[config.mk]
export PLATFORM = sky130hd
export DESIGN_NAME = min_select
export DESIGN_NICKNAME = d
export VERILOG_FILES = /design/src/rtl/min_select.sv
export SDC_FILE = /design/constraint.sdc
export NUM_CORES = 1
export LEC_CHECK = 0
export CORE_ASPECT_RATIO = 1.5
export CORE_UTILIZATION = 25
export DETAILED_ROUTE_END_ITERATION = 8
export GPL_TIMING_DRIVEN = 0
export PLACE_DENSITY = 0.53
export SKIP_LAST_GASP = 1
export SYNTH_ARGS = -nofsm -noshare
export SYNTH_HDL_FRONTEND = slang
export SYNTH_SLANG_ARGS = --single-unit
[constraint.sdc]
create_clock -name clk -period 2.4 [get_ports clk]
set_clock_uncertainty 0.05 [all_clocks]
set_input_delay 0.36 -clock clk [delete_from_list [all_inputs] [get_ports clk]]
set_output_delay 0.36 -clock clk [all_outputs]
set_load 0.02 [all_outputs]
[src/rtl/min_select.sv]
// Streaming minimum selector with Avalon-MM control; tracks the smallest distance sample and its index.
// Zero-latency combinational reads, one-cycle writes; in_ready is withheld in any cycle carrying a slave write.
module min_select #(
  parameter int ADDRESS_WIDTH = 4
) (
  input  logic                     clk,
  input  logic                     rst,
  input  logic [ADDRESS_WIDTH-1:0] slave_address,
  input  logic                     slave_read,
  output logic [31:0]              slave_readdata,
  input  logic                     slave_write,
  input  logic [31:0]              slave_writedata,
  output logic                     slave_waitrequest,
  input  logic                     in_valid,
  input  logic [31:0]              in_data,
  output logic                     in_ready,
  output logic                     done_irq
);

  typedef enum logic [1:0] {
    ST_IDLE   = 2'b00,
    ST_ACTIVE = 2'b01,
    ST_DONE   = 2'b10,
    ST_BAD    = 2'b11
  } state_t;

  localparam logic [ADDRESS_WIDTH-1:0] ADDR_CTRL     = ADDRESS_WIDTH'(0);
  localparam logic [ADDRESS_WIDTH-1:0] ADDR_LEN      = ADDRESS_WIDTH'(1);
  localparam logic [ADDRESS_WIDTH-1:0] ADDR_MIN_DIST = ADDRESS_WIDTH'(2);
  localparam logic [ADDRESS_WIDTH-1:0] ADDR_MIN_IDX  = ADDRESS_WIDTH'(3);
  localparam logic [ADDRESS_WIDTH-1:0] ADDR_COUNT    = ADDRESS_WIDTH'(4);

  localparam logic [31:0] SENTINEL = 32'hFFFF_FFFF;

  state_t      state;
  state_t      state_next;
  logic [31:0] len;
  logic [31:0] count;
  logic [31:0] min_dist;
  logic [31:0] min_idx;
  logic        empty;

  logic        ctrl_wr;
  logic        len_wr;
  logic        abort_req;
  logic        start_req;
  logic        xfer;
  logic        last_xfer;
  logic        take;
  logic [31:0] count_next;

  assign ctrl_wr   = slave_write && (slave_address == ADDR_CTRL);
  assign len_wr    = slave_write && (slave_address == ADDR_LEN) && (state != ST_ACTIVE);
  assign abort_req = ctrl_wr && slave_writedata[4];
  // ABORT takes priority, and a restart is only honoured outside ACTIVE.
  assign start_req = ctrl_wr && slave_writedata[2] && !slave_writedata[4] &&
                     ((state == ST_IDLE) || (state == ST_DONE));

  assign in_ready   = (state == ST_ACTIVE) && !slave_write;
  assign xfer       = in_valid && in_ready;
  assign count_next = count + 32'd1;
  assign last_xfer  = xfer && (count_next == len);
  // Strict compare keeps the earliest index on ties; the sentinel never wins.
  assign take       = xfer && (in_data != SENTINEL) && (in_data < min_dist);

  assign done_irq          = (state == ST_DONE);
  assign slave_waitrequest = 1'b0;

  always_comb begin
    state_next = state;
    case (state)
      ST_IDLE, ST_DONE: begin
        if (abort_req) begin
          state_next = ST_IDLE;
        end else if (start_req) begin
          state_next = (len == 32'd0) ? ST_DONE : ST_ACTIVE;
        end
      end
      ST_ACTIVE: begin
        if (abort_req) begin
          state_next = ST_IDLE;
        end else if (last_xfer) begin
          state_next = ST_DONE;
        end
      end
      default: state_next = ST_IDLE;
    endcase
  end

  always_ff @(posedge clk or negedge rst) begin
    if (!rst) begin
      state <= ST_IDLE;
    end else begin
      state <= state_next;
    end
  end

  always_ff @(posedge clk or negedge rst) begin
    if (!rst) begin
      len      <= 32'd0;
      count    <= 32'd0;
      min_dist <= SENTINEL;
      min_idx  <= 32'd0;
      empty    <= 1'b1;
    end else begin
      if (len_wr) begin
        len <= slave_writedata;
      end
      if (start_req) begin
        count    <= 32'd0;
        min_dist <= SENTINEL;
        min_idx  <= 32'd0;
        empty    <= 1'b1;
      end else if (xfer) begin
        count <= count_next;
        if (take) begin
          min_dist <= in_data;
          min_idx  <= count;
          empty    <= 1'b0;
        end
      end
    end
  end

  always_comb begin
    slave_readdata = SENTINEL;
    if (slave_read) begin
      case (slave_address)
        ADDR_CTRL:     slave_readdata = {27'd0, 1'b0, empty, 1'b0, state};
        ADDR_LEN:      slave_readdata = len;
        ADDR_MIN_DIST: slave_readdata = min_dist;
        ADDR_MIN_IDX:  slave_readdata = min_idx;
        ADDR_COUNT:    slave_readdata = count;
        default:       slave_readdata = 32'd0;
      endcase
    end
  end

endmodule
# After elaboration in Yosys (flattened, before gate mapping)
# Index checks and enable logic that the tools add are counted.
[word_totals]
word_cells = 61
output_inout_bits = 35
register_bits = 131
inputBits = 73
[op_classes]
mux = 19
n_reduce_logical = 23
order_cmp = 1
add_sub_neg = 1
n_eq_ne = 11
[ops]
columns = ["operator", "count"]
rows = [
  ["2-to-1 mux 32 bit", 9],
  ["case mux 32 bit (5 select lines)", 1],
  ["adder 32 x 1 -> 32 bit, second input constant", 1],
  ["equality test 32 bit", 1],
  ["zero test 32 bit", 1],
  ["< comparator 32 bit", 1],
  ["!= test 32 bit, second input constant", 1],
  ["logical AND 1 bit", 12],
  ["2-to-1 mux 2 bit", 5],
  ["equality test 4 x 2 -> 1 bit, second input constant", 2],
  ["!= test 3 bit, second input constant", 2],
  ["equality test 4 x 1 -> 1 bit, second input constant", 1],
  ["equality test 4 x 3 -> 1 bit, second input constant", 1],
  ["zero test 4 bit", 1],
  ["case mux 2 bit (2 select lines)", 1],
  ["AND reduction 2 bit", 2],
  ["nonzero test 2 bit", 2],
  ["2-to-1 mux 1 bit", 3],
  ["equality test 2 x 1 -> 1 bit, second input constant", 1],
  ["equality test 2 bit, second input constant", 1],
  ["zero test 1 bit", 2],
  ["zero test 2 bit", 1],
  ["!= test 2 x 1 -> 1 bit, second input constant", 1],
  ["OR reduction 2 bit", 1],
  ["logical OR 1 bit", 1],
]

# Logic depth before layout (Yosys ltp)
# Gate-level depths: netlist (run 1).
[logic_depth]
depth_word = 8
ltp_mapped = 11
ltp_nobuf = 9

# Worst setup path before layout (run 1)
# OpenSTA, ideal clock, no wires.
[synth_timing]
path_type = "reg2reg"
from = "register min_dist[4]"
to = "register min_dist[10]"
arrival_ns = 2.565
period_less_slack_ns = 2.692
path_slack_ns = -0.292
setup_ns = 0.077
stages_incl_launch_ff = 12
n_path_buf = 2
t_required_ns = 2.273
cell_sequence = "dfstp_2 inv_1 ha_1 a21o_1 a21oi_1 o31ai_1 a211o_1 a211o_1 a211o_1 buf_4 buf_2 a31oi_1"
[synth_between]
elab_chain_len = 4
[synth_lines]
columns = ["item", "line", "source"]
rows = [
  ["start, declared", "39", "logic [31:0] min_dist;"],
  ["start signal, assigned", "117", "min_dist <= in_data;"],
  ["< comparator 32 bit", "64", "assign take = xfer && (in_data != SENTINEL) && (in_data < min_dist);"],
  ["logical AND 1 bit", "64", ""],
  ["nonzero test 2 bit (no source line)", "n/a", ""],
  ["AND reduction 2 bit (no source line)", "n/a", ""],
]
# No other way between the ends.
# A chain may end at the register's enable or synchronous reset.

# Final worst setup path (run 1)
[layout_timing]
from = "register min_dist[4]"
to = "register min_idx[26]"
[layout_between]
elab_chain_len = 4
[layout_lines]
columns = ["item", "line", "source"]
rows = [
  ["< comparator 32 bit", "64", ""],
  ["logical AND 1 bit", "64", ""],
  ["nonzero test 2 bit (no source line)", "n/a", ""],
  ["AND reduction 2 bit (no source line)", "n/a", ""],
  ["end signal, assigned", "118", "min_idx <= count;"],
  ["end, declared", "40", "logic [31:0] min_idx;"],
]
# No other way between the ends.

==> flow_metrics.py, run 1 <==
metrics = {
    "worst_hold_path": {
        "hold_class": "in -> async",
    },
    "cts": {
        "clock-root-buffer": "clkbuf_16",
        "clk_pin_slew_worst_paths_ns": 0.06,
        "cts_sinks": 131,
        "cts_buffer_depth": 2,
        "cts_tree": "yes",
        "clk_latency_ns": 0.45,
        "cts_max_level": 4,
        "cts_buffers": 17,
    },
    "setup_path": {
        "cp-start-kind": "flip-flop",
        "path_cells": "inv_2, ha_4, a21o_1, a21oi_2, o31ai_2, a211o_1, a211o_4, a211o_1, buf_12, buf_8, mux2i_2",
        "critPathCaptureType": "flip-flop",
        "crit_family": "compound AO/OA/AOI/OAI gates",
        "slowest_delay_ns": 0.54,
        "criticalPathCategory": "reg -> reg",
        "worst_ep_required_time_ns": 2.67,
        "critPathMaxFanout": 10,
        "arrival_ns": 3.11,
        "critical_path_buf_inv_count": 3,
        "cp_common_cell": "a211o_1",
        "slowest_stage": "dfstp_2",
    },
    "routing": {
        "highest_layer": "met4",
        "totalWireLength_um": 32700,
        "drt_iter0_markers": 483,
        "wl_per_cell_um": 21.5,
        "via_per_inst": 5.39,
        "vias": 8215,
        "routedLengthMet1_um": 12700,
        "route.met2.wl_um": 16500,
        "wl_met3_um": 1340,
        "ant_nets": 0,
        "dr.pass1.iters": 7,
        "drc_errors": 9,
    },
    "yosys": {
        "synthCells": 926,
        "synthesis.nets": 1031,
        "synth_flop_cell": "dfrtp_1",
        "syn_area_mm2": 0.00848,
        "synth_top_cell_by_area": "dfrtp_1",
        "synth_top_area_share_pct": 28.9,
        "synth_warnings": 0,
        "synth.distinct_cells": 59,
        "synth_edf_count": 0,
        "seq_area_frac_synth_pct": 39.1,
        "synth-seq-cells": 131,
        "async_flop_share_pct": 100,
        "postSynthAreaPerCell_um2": 9.16,
        "ys_top_cells_by_area": "dfrtp_1 (29%), dfstp_2 (10%), a22oi_1 (5.7%)",
    },
    "placement": {
        "numPortBuffers": 106,
        "post-dp-hpwl_um": 24600,
        "gp_congestion": 0.926,
    },
    "die": {
        "die_width_um": 152,
        "fp-row-count": 82,
        "fp.dieH_um": 228,
        "ios": 108,
        "die_area_mm2": 0.0347,
        "initial_core_util_pct": 25.4,
        "core-area_mm2": 0.0334,
    },
    "final_layout": {
        "fin_nets": 1196,
        "drive_above_1_share_pct": 29.8,
        "final_common_cell": "dfrtp_1",
        "mostFrequentLayoutCells": "dfrtp_1 (89), clkdlybuf4s50_1 (67), a22oi_1 (64)",
        "n_antenna_cell": 0,
        "n_fill_cell": 3441,
        "area_growth_syn_to_layout_pct": 42.3,
    },
    "global_routing": {
        "antenna_found_initial": 0,
        "grt_pass1_vias": 8512,
        "grt_overflow": 0,
        "grt_max_degree": 85,
        "grt_pass1_wl_um": 49800,
        "grt_use_total_pct": 19.2,
    },
    "timing": {
        "finalHoldViolCount": 0,
        "period_share_pct": 118,
        "worst_slew_pin_slew_ns": 0.969,
        "rsz0062_at_grt": "yes",
        "layout_setup_ws_ns": -0.435,
        "min_period_ns": 2.83,
        "setup_tns_ns": -25.04,
        "maxSlewHeadroom_pct": 35.4,
        "holdWs_ns": 0.371,
        "final_max_slew_viol_count": 0,
        "report.final.setup_viol": 67,
        "fmax_mhz": 353,
    },
    "power_and_ir_drop": {
        "power.density_mw_per_mm2": 868,
        "peakVddDrop_v": 0.000521,
        "p_leak_nw": 5.00,
    },
    "status": {
        "violations": "DRC, setup timing",
        "status": "finished, violations left",
    },
    "run": {
        "maxCapViolCount": 0,
    },
}
cells in the mapped netlist, types with 10 or more instances:
cell	number
xnor2_1	36
nor4_1	22
mux2_2	32
dfstp_2	33
a22oi_1	64
nand3_1	50
a31oi_1	43
ha_1	32
nand2_1	61
mux2i_1	33
dfrtp_1	98
inv_1	64
buf_2	11
a2111oi_0	32
xor2_1	10
clkbuf_1	63
a21oi_1	29
o21ai_0	48
nor2_1	25
nand4_1	37
cell families (layout without fill, tap and decap cells):
group | count (synthesis) | count (layout) | synth area share [%]
flip-flops | 131 | 131 | 39.1
AO/OA/AOI/OAI | 254 | 254 | 20.4
XOR/XNOR | 46 | 46 | 4.75
adder cells (fa/ha/maj) | 32 | 32 | 4.72
buffers and inverters | 142 | 320 | 6.71
multiplexers | 66 | 66 | 8.28
AND/OR/NAND/NOR | 254 | 254 | 16.0
other | 1 | 1 | 0.0442
layout make-up:
cell class              instances  area, um2  share of cell area [%]
multi-input cells             653       5510                    45.7
flip-flops and latches        131       3330                    27.6
repair buffers                154       1360                    11.3
well taps                     420        526                    4.35
plain buffers                  70        462                    3.83
clock buffers                  19        433                    3.59
inverters                      64        240                    1.99
clock inverters                13        209                    1.73
final timing paths:
check	start	end	cells past startpoint	slack, ns
max	min_dist[4]$_DFFE_PN1P_	min_idx[26]$_DFFE_PN0P_	11	-0.43
min	rst	len[8]$_DFFE_PN0P_	2	0.37
max reg2reg	min_dist[4]$_DFFE_PN1P_	min_idx[26]$_DFFE_PN0P_	11	-0.43
min reg2reg	min_idx[31]$_DFFE_PN0P_	min_idx[31]$_DFFE_PN0P_	2	0.47
max in group asynchronous	rst	min_dist[25]$_DFFE_PN1P_	3	1.11
min in group clk	min_idx[31]$_DFFE_PN0P_	min_idx[31]$_DFFE_PN0P_	2	0.47
state kept, by name, indices dropped and copies added, names as in the netlist:
register	count
count	32
empty	1
len	32
min_dist	32
min_idx	32
state	2
per-stage QoR:
| stage | std cells | setup slack (ns) | area, um2 | power [mW] | util, % |
|---|---|---|---|---|---|
| after floorplan | 926 | -0.143 | 8540 | 5.44 | - |
| after global placement | 1452 | -4.68 | 10100 | 6.63 | 30.3 |
| after detailed placement | 1453 | -1.39 | 10200 | 6.69 | 30.4 |
| after CTS | 1517 | -0.460 | 11600 | 10.1 | 34.6 |
| after global routing | 1524 | -0.515 | 12100 | 11.0 | 36.1 |
| final | 1524 | -0.435 | 12100 | 10.5 | 36.1 |
layer usage:
metal / global-route usage (%) / up-vias
met4: 14.4 / 0
met1: 20.8 / 4060
met5: 0 / -
li1: - / 3823
met3: 3.60 / 94
met2: 33.6 / 238
power by group:
| group | total [mW] | switching, mW | internal (mW) |
|---|---|---|---|
| clock | 2.90 | 1.06 | 1.84 |
| sequential | 3.64 | 0.688 | 2.95 |
| combinational | 3.94 | 2.12 | 1.82 |
| total | 10.5 | 3.86 | 6.61 |
repair_timing:
item,4_1_cts,5_1_grt
pin swaps,23,13
hold buffers,1,0
setup buffers,37,9
hold endpoints to repair,47,0
endpoints found under the setup margin,164,112
gates resized for setup,208,133
Note: power is estimated with default switching activity, not from simulation.
==> inputs of run 2 (changes only) <==
CORE_UTILIZATION = 45   (was 25)
PLACE_DENSITY = 0.79   (was 0.53)
==> flow_metrics.py, run 2 (synthesized netlist as in run 1, its figures left out) <==
metrics = {
    "setup_path": {
        "arrival_ns": 3.26,
        "cp-start-kind": "flip-flop",
        "slowest_stage": "dfstp_2",
        "slowest_delay_ns": 0.56,
        "path_cells": "inv_4, ha_4, a21o_1, a21oi_2, o31ai_1, a211o_1, a211o_1, buf_6, clkbuf_8, a2111oi_2, a31oi_4",
        "critPathCaptureType": "flip-flop",
        "cp_common_cell": "a211o_1",
        "criticalPathCategory": "reg -> reg",
        "critPathMaxFanout": 10,
        "ff2ff_setup_slack_ns": -0.59,
        "crit_family": "compound AO/OA/AOI/OAI gates",
        "worst_ep_required_time_ns": 2.67,
        "critical_path_buf_inv_count": 3,
    },
    "cts": {
        "cts_tree": "yes",
        "cts_buffers": 17,
        "clk_pin_slew_worst_paths_ns": 0.06,
        "clk_latency_ns": 0.44,
        "clock-root-buffer": "clkbuf_16",
        "cts_buffer_depth": 2,
        "cts_max_level": 4,
        "cts_sinks": 131,
    },
    "final_layout": {
        "final_common_cell": "dfrtp_1",
        "n_antenna_cell": 0,
        "area_growth_syn_to_layout_pct": 48.0,
        "n_fill_cell": 1340,
        "multi_input_area_mm2": 0.00590,
        "final_cells": 1363,
        "regArea_mm2": 0.00333,
        "fin_nets": 1203,
        "drive_above_1_share_pct": 30.4,
        "mostFrequentLayoutCells": "dfrtp_1 (87), clkdlybuf4s50_1 (69), inv_1 (61), nand2_1 (61), a22oi_1 (60)",
        "final_util_pct": 67.9,
    },
    "timing": {
        "min_period_ns": 2.99,
        "layout_setup_ws_ns": -0.591,
        "maxSlewHeadroom_pct": 19.0,
        "period_share_pct": 125,
        "final_max_slew_viol_count": 0,
        "fmax_mhz": 334,
        "finalHoldViolCount": 0,
        "report.final.setup_viol": 67,
        "worst_slew_pin_slew_ns": 1.21,
        "rsz0062_at_grt": "yes",
    },
    "routing": {
        "vias": 8884,
        "via_per_inst": 6.52,
        "wl_per_cell_um": 23.7,
        "ant_nets": 0,
        "totalWireLength_um": 32300,
        "drt_iter0_markers": 1068,
        "drc_errors": 0,
        "dr.pass1.iters": 6,
    },
    "placement": {
        "post-place-cells": 1285,
        "numPortBuffers": 106,
        "post-dp-hpwl_um": 20900,
        "pre_cts_slack_ns": -1.66,
        "gp_congestion": 0.966,
    },
    "power_and_ir_drop": {
        "p_leak_nw": 5.18,
        "total_power_mw": 11.1,
        "power.density_mw_per_mm2": 885,
        "peakVddDrop_v": 0.000408,
    },
    "global_routing": {
        "grt_pass1_wl_um": 48400,
        "grt_overflow": 0,
        "antenna_found_initial": 0,
        "grt_pass1_vias": 8635,
        "grt_max_degree": 95,
        "grt_use_total_pct": 33.0,
    },
    "worst_hold_path": {
        "hold_class": "in -> async",
    },
    "die": {
        "initial_core_util_pct": 45.9,
        "die_area_mm2": 0.0194,
        "fp-row-count": 61,
        "core-area_mm2": 0.0185,
        "ios": 108,
        "die_width_um": 114,
        "fp.dieH_um": 170,
    },
    "run": {
        "maxCapViolCount": 0,
    },
    "status": {
        "status": "finished, violations left",
        "violations": "setup timing",
    },
}
==> run 2: where the power goes <==
group	leakage, nW	total [mW]	switching, mW	internal [mW]
Combinational	3.22	4.60	2.40	2.20
Clock	0.302	2.81	1.04	1.77
Sequential	1.66	3.69	0.733	2.96
Total	5.18	11.1	4.17	6.93
==> run 2: final timing paths <==
path	start	end	depth (start not counted)
max	min_dist[4]$_DFFE_PN1P_	min_dist[10]$_DFFE_PN1P_	11
min	rst	min_idx[24]$_DFFE_PN0P_	2
max reg2reg	min_dist[4]$_DFFE_PN1P_	min_dist[10]$_DFFE_PN1P_	11
min reg2reg	min_idx[23]$_DFFE_PN0P_	min_idx[23]$_DFFE_PN0P_	2
max in group asynchronous	rst	count[5]$_DFFE_PN0P_	3
min in group clk	min_idx[23]$_DFFE_PN0P_	min_idx[23]$_DFFE_PN0P_	2
==> run 2: layer usage <==
metal  track usage [%]  vias to the layer above  wire length, um
met4              22.0                        0             2330
met5                 0                        -                0
met1              38.9                     4345            11900
met3              5.27                      156             2200
met2              55.3                      538            15800
li1                  -                     3845                -
==> run 2: per-stage QoR <==
step	area (um2)	hold slack, ns	TNS, ns
2_1_floorplan	8540	0.0144	-6.53
3_3_place_gp	9920	0.462	-723.77
3_5_place_dp	9950	0.244	-214.75
4_1_cts	12100	0.356	-23.25
5_1_grt	12500	0.397	-39.16
6_report	12500	0.350	-34.26
==> run 2: worst reg2reg max path, cell delays in order (launching register included) <==
cell,delay (ns)
dfstp_2,0.56
inv_4,0.06
ha_4,0.21
a21o_1,0.19
a21oi_2,0.16
o31ai_1,0.11
a211o_1,0.32
a211o_1,0.31
buf_6,0.16
clkbuf_8,0.21
a2111oi_2,0.49
a31oi_4,0.04
==> run 2: cell type report <==
class	count	area share (%)
Buffer	69	4.19
Clock buffer	21	3.59
Clock inverter	11	1.41
Inverter	64	1.93
Multi-Input combinational cell	653	47.0
Sequential cell	131	26.6
Tap cell	252	2.51
Timing Repair Buffer	162	12.8
==> run 2: repair_timing <==
item                                    in CTS  in global routing
endpoints found under the setup margin     163                111
resized for setup                          274                 99
pin swaps                                   29                 25
setup buffers                               33                 14
cloned                                       5                  3
hold buffers                                 1                  0
hold endpoints to repair                    35                  0
==> inputs of run 3 (changes only) <==
CTS_CLUSTER_DIAMETER = 80   (was unset)
==> results of run 3 <==
No change in the layout: final DEF, timing and power equal those of run 2.
